==> src/rtl/uart_pkg.sv <==
// Shared UART types: bus controller states and the register address decode
// used by both the register bank and the bus controller.
package uart_pkg;

    typedef enum logic [2:0] {
        Idle,
        Write,
        TxPush,
        Read,
        RxPop,
        RxLatch,
        Ack
    } uart_ctrl_state_t;

    localparam logic [2:0] SIFIVE_TXDATA = 3'd0;
    localparam logic [2:0] SIFIVE_RXDATA = 3'd1;
    localparam logic [2:0] LITEX_DATA    = 3'd0;

    // True when a word address selects the given register
    function automatic logic addr_en(
        input logic [2:0] addr,
        input logic [2:0] reg_addr
    );
        return addr == reg_addr;
    endfunction

endpackage

==> src/rtl/uart_bus_ctrl.sv <==
// UART bus controller: Wishbone-classic slave that sequences register-bank
// accesses so every TX push / RX pop completes atomically per transaction.
module uart_bus_ctrl
    import uart_pkg::*;
#(
    parameter int LITEX_ARCH = 0,
    parameter int FIFO_DEPTH = 8
) (
    input  logic       clock,
    input  logic       reset_n,
    input  logic       cyc_i,
    input  logic       stb_i,
    input  logic       we_i,
    input  logic [2:0] addr_i,
    output logic       ack_o,
    output logic       bank_rd_en,
    output logic       bank_wr_en,
    output logic       rxdata_wr_en,
    output logic       tx_fifo_wr_en,
    output logic       rx_fifo_rd_en,
    input  logic       tx_fifo_full,
    input  logic       rx_fifo_empty,
    output logic       busy_o
);

    if (FIFO_DEPTH < 1) begin : g_depth_check
        $error("FIFO_DEPTH must be positive");
    end

    localparam logic [2:0] TxAddr =
        (LITEX_ARCH != 0) ? LITEX_DATA : SIFIVE_TXDATA;
    localparam logic [2:0] RxAddr =
        (LITEX_ARCH != 0) ? LITEX_DATA : SIFIVE_RXDATA;

    uart_ctrl_state_t state_q, state_d;
    logic [2:0]       a_q, a_d;
    logic             w_q, w_d;

    logic bank_wr_q;
    logic bank_rd_q;
    logic tx_push_q;
    logic rx_pop_q;
    logic rx_latch_q;
    logic in_ack_q;
    logic busy_q;

    logic req;
    logic is_tx;
    logic is_rx;

    assign req   = cyc_i & stb_i;
    assign is_tx = w_q & addr_en(a_q, TxAddr);
    assign is_rx = ~w_q & addr_en(a_q, RxAddr);

    // Next-state: FIFO status is looked at only in Write/Read
    always_comb begin
        state_d = state_q;
        a_d     = a_q;
        w_d     = w_q;
        unique case (state_q)
            Idle: begin
                if (req) begin
                    a_d     = addr_i;
                    w_d     = we_i;
                    state_d = we_i ? Write : Read;
                end
            end
            Write: begin
                state_d = (is_tx & ~tx_fifo_full) ? TxPush : Ack;
            end
            TxPush:  state_d = Ack;
            Read: begin
                state_d = (is_rx & ~rx_fifo_empty) ? RxPop : Ack;
            end
            RxPop:   state_d = RxLatch;
            RxLatch: state_d = Ack;
            Ack:     state_d = Idle;
            default: state_d = Idle;
        endcase
    end

    // State, latched request and per-state strobes, all cleared by reset
    always_ff @(posedge clock or negedge reset_n) begin
        if (!reset_n) begin
            state_q    <= Idle;
            a_q        <= '0;
            w_q        <= 1'b0;
            bank_wr_q  <= 1'b0;
            bank_rd_q  <= 1'b0;
            tx_push_q  <= 1'b0;
            rx_pop_q   <= 1'b0;
            rx_latch_q <= 1'b0;
            in_ack_q   <= 1'b0;
            busy_q     <= 1'b0;
        end else begin
            state_q    <= state_d;
            a_q        <= a_d;
            w_q        <= w_d;
            bank_wr_q  <= (state_d == Write);
            bank_rd_q  <= (state_d == Read);
            tx_push_q  <= (state_d == TxPush);
            rx_pop_q   <= (state_d == RxPop);
            rx_latch_q <= (state_d == RxLatch);
            in_ack_q   <= (state_d == Ack);
            busy_q     <= (state_d != Idle);
        end
    end

    // Ack is withheld if the master abandoned the cycle
    assign ack_o         = in_ack_q & cyc_i & stb_i;
    assign bank_wr_en    = bank_wr_q;
    assign bank_rd_en    = bank_rd_q;
    assign tx_fifo_wr_en = tx_push_q;
    assign rx_fifo_rd_en = rx_pop_q;
    assign rxdata_wr_en  = rx_latch_q;
    assign busy_o        = busy_q;

endmodule

==> config.mk <==
export PLATFORM = sky130hd
export DESIGN_NAME = uart_bus_ctrl
export DESIGN_NICKNAME = d
export VERILOG_FILES = /design/src/rtl/uart_pkg.sv /design/src/rtl/uart_bus_ctrl.sv
export SDC_FILE = /design/constraint.sdc
export NUM_CORES = 1
export LEC_CHECK = 0
export CAP_MARGIN = 20
export CORE_MARGIN = 10
export CORE_UTILIZATION = 30
export DETAILED_ROUTE_END_ITERATION = 6
export PLACE_DENSITY = 0.57
export SYNTH_ARGS = -nofsm -noshare
export SYNTH_HDL_FRONTEND = slang
export SYNTH_SLANG_ARGS = --single-unit
==> constraint.sdc <==
create_clock -name clock -period 2.7 [get_ports clock]
set_clock_uncertainty 0.2 [all_clocks]
set_input_delay 0.54 -clock clock [delete_from_list [all_inputs] [get_ports clock]]
set_output_delay 0.54 -clock clock [all_outputs]
set_load 0.03 [all_outputs]
Word-level counts from Yosys, hierarchy flattened. Index checks and enable logic that the tools add are counted.

Register bits: 14. Bits in latches: 0. Memory bits (writable): 0. Memory bits (read-only): 0. Bits of input ports: 10. Output and inout port bits: 7. Logic and storage cells: 42. Memories kept: 0.

$add $sub $neg: 0. Multiply operators: 0. Div/mod/pow operators: 0. Order comparisons: 0. Equality and inequality tests: 12. Shifts and indexed selects: 0. Multiplexer cells: 5. Bitwise operators: 10. Reduce and logical (&&, ||, !) cells: 5.

Operator list (count): $eq 3x3->1 const B (5); $pmux 3 s5 (1); $eq 3x2->1 const B (4); $eq 3x1->1 const B (3); $and 1x1->1 (7); $logic_not 3->1 (2); $mux 3 (2); $mux 2 (2); $not 1->1 (3); $reduce_bool 3->1 (1); $reduce_and 2->1 (1); $reduce_or 2->1 (1).

Longest topological paths before layout.
Word-level depth: 6. Gate-level depth with buffers: 3. Gate-level depth less buffers: 3.

Worst setup path before layout. No wires, ideal clock.

Path kind: input-to-output. Start: in cyc_i. End: out ack_o. Arrival time: 852 ps. Data required time: 1960 ps. Setup slack: 1108 ps. Stages: 1. Buffers on the path: 0. Path through: and3_1.

Word-level cells in the longest chain between the ends: 2.

RTL lines: from (decl) (line uart_bus_ctrl.sv:11) `input logic cyc_i,`; $and 1x1->1 (2 in series) (line uart_bus_ctrl.sv:110) `assign ack_o = in_ack_q & cyc_i & stb_i;`; to (decl) (line uart_bus_ctrl.sv:15) `output logic ack_o,`.

No other way between the ends.

Final worst setup path. Same ends and word-level chain as after synthesis.

==> key figures <==
Setup path
  • CP Class: input pin to output port
  • R2R Path Start: state_q[2]$_DFF_PN0_
  • Crit path arrival time: 1.86 ns
  • R2r endpoint: w_q$_DFFE_PN0P_
  • Worst setup SP type: input pin
  • Critical Path Fanout Max: 3
  • Worst endpoint required time: 1.96 ns
  • R2R setup slack: 1.05 ns
  • Worst reg2reg path depth: 2
  • CP endpoint kind: output port

Global route
  • Largest net degree at the start of global routing: 15
  • Most used routing layer: met2
  • Vias in the first global route: 412
  • First-pass GRT wire length: 1.842 mm
  • Global routing met3 resource utilization: 0.03180
  • Total GRT Usage: 0.05756
  • Met1 GRT Util: 0.06520
  • Met2 Track Usage GR: 0.08291
  • Initial antenna violation count: 0
  • GRT overflow: 0

Min path
  • Hold Path Class: flop to flop
  • HP Start: a_q[2]$_DFFE_PN0P_
  • Worst hold path cell count: 1
  • Hold EP: a_q[2]$_DFFE_PN0P_

Clocking
  • Post-CTS resize count: 0
  • Clk buf depth: 2
  • Post-CTS Hold Buffers: 0
  • Clk Latency, worst-skew pair: 0.27 ns
  • TritonCTS clock tree: built
  • Postcts setup bufs: 0
  • H-tree levels: 1
  • # clock sinks: 14
  • Root Buffer: clkbuf_4
  • Num CTS Buffers: 3
  • Worst-path clk slew: 0.08 ns

Synthesis
  • Synth area leaders: dfrtp_1, mux2_2, nor4_4, and2_1, a21oi_1
  • Seq cells post-synth: 14
  • Most frequent cells after synthesis: dfrtp_1, mux2_2, a21oi_1, and2_1
  • Synth Net Count: 54
  • Yosys top cell by area: dfrtp_1
  • EDFF count, synth: 0
  • Top cell type's share of synthesized area: 0.6127
  • Synthesized instance count: 44
  • Count leader, synth: dfrtp_1
  • Cell area after synthesis: 571.8 sq um
  • Ys async rst share: 1.000
  • Most used DFF post-synth: dfrtp_1
  • Yosys warns: 0
  • Syn avg cell area: 13.00 sq um
  • Seq/Total Area, Yosys: 0.6127
  • Cell variety after synth: 19

Final layout
  • Area delta synth->final: 37.86%
  • Post-Layout Cell Count: 88
  • # diodes: 0
  • Core Util, Final: 0.4468
  • Layout cells sized above 1: 0.1429
  • Nets@finish: 74

Placement
  • Cells after DPL: 84
  • Port Buffer Count: 16
  • Gpl congestion: 0.6736

Pwr
  • Pwr dens: 911.0 nW/um^2
  • Pleak: 0.3292 nW
  • VDD IR-drop max: 380.9 uV
  • Power, Total: 718.1 uW

Route
  • Via Count: 401
  • Routed Antenna Nets: 0
  • WL final: 1.068 mm
  • Vias/cell: 4.557
  • Wire length per cell: 12.14 microns
  • # DRC: 0
  • Initial drt markers: 10
  • Pre-antenna DRT Iters: 4

Timing
  • Unrepaired setup endpoints after global routing: false
  • Pins Over Slew Limit: 0
  • Max Fclk: 384.5 MHz
  • Tightest Pin Transition: 0.5949 ns
  • Rel. slew slack: 0.6022
  • Final Hold Fails: 0
  • Final setup fails: 0
  • Setup_tns: 0 ns
  • Period Utilization, post-route: 0.9634
  • Minimum clock period after layout: 2.601 ns

Run
  • MaxCap Viol Count: 0

Floorplanning
  • Die Wd: 63.66 microns
  • Chip height: 63.66 microns
  • Core area: 1764 sq um
  • Num rows: 15
  • Die area: 4052 sq um
  • Initial Utilization: 0.3241
  • I/O pins: 17

Outcome
  • Status: finished, final reports clean
critical path: stages:
cell and delay [ns]:
clkdlybuf4s50_1 0.50, and3_1 0.16, clkdlybuf4s50_1 0.66
per-layer routing:
metal / wire length (microns) / vias to the layer above
met5: 0 / -
met4: 12 / 0
met3: 93 / 2
met2: 465 / 13
met1: 497 / 187
li1: - / 199
registers in the layout (all words and copies together), names as in the netlist:
register / cells
a_q: 3
bank_rd_en: 1
bank_wr_en: 1
busy_o: 1
in_ack_q: 1
rx_fifo_rd_en: 1
rxdata_wr_en: 1
state_q: 3
tx_fifo_wr_en: 1
w_q: 1
cells by family after synthesis:
| group | count (synthesis) | synth area share |
|---|---|---|
| AO/OA/AOI/OAI | 6 | 0.05908 |
| buffers and inverters | 1 | 0.01969 |
| flip-flops | 14 | 0.6127 |
| multiplexers | 4 | 0.07877 |
| AND/OR/NAND/NOR | 19 | 0.2298 |
worst max-delay path by stage:
stage,to,start,cells after the start,slack (ns)
2_1_floorplan,ack_o,cyc_i,1,1.11
3_5_place_dp,ack_o,cyc_i,3,0.10
3_3_place_gp,ack_o,cyc_i,3,0.12
5_1_grt,ack_o,stb_i,3,0.06
4_1_cts,ack_o,cyc_i,3,0.1
6_report,ack_o,cyc_i,3,0.1
per-stage QoR:
stage / area [sq um] / hold WS, ns / worst slack (ns)
finish: 788.3 / 0.3332 / 0.09894
global route: 788.3 / 0.3603 / 0.05713
CTS: 788.3 / 0.3370 / 0.09614
detailed placement: 752.0 / 0.3178 / 0.1008
global placement: 752.0 / 0.3097 / 0.1176
floorplan: 571.8 / 0.04441 / 1.108
cells in the final DEF, fill, tap and decap left out, drive strengths merged, types with 2 or more instances in the layout:
master	count
clkdlybuf4s50	16
a21oi	3
nor4	3
nor3	2
dfrtp	14
nor2	2
clkbuf	4
and3	2
nand2b	2
and2	3
mux2	4
area by class of cell:
cell class	count	area (sq um)
Timing Repair Buffer	16	160.2
Fill cell	185	975.9
Sequential cell	14	350.3
Clock buffer	4	36.28
Multi-Input combinational cell	29	210.2
Tap cell	25	31.28
where the power goes:
| part | switching [mW] | leakage, nW | internal, mW |
|---|---|---|---|
| Sequential | 0.0751 | 0.176 | 0.283 |
| Clock | 0.0643 | 0.0210 | 0.0819 |
| Combinational | 0.0988 | 0.132 | 0.115 |
Note: power is estimated with default switching activity, not from simulation.
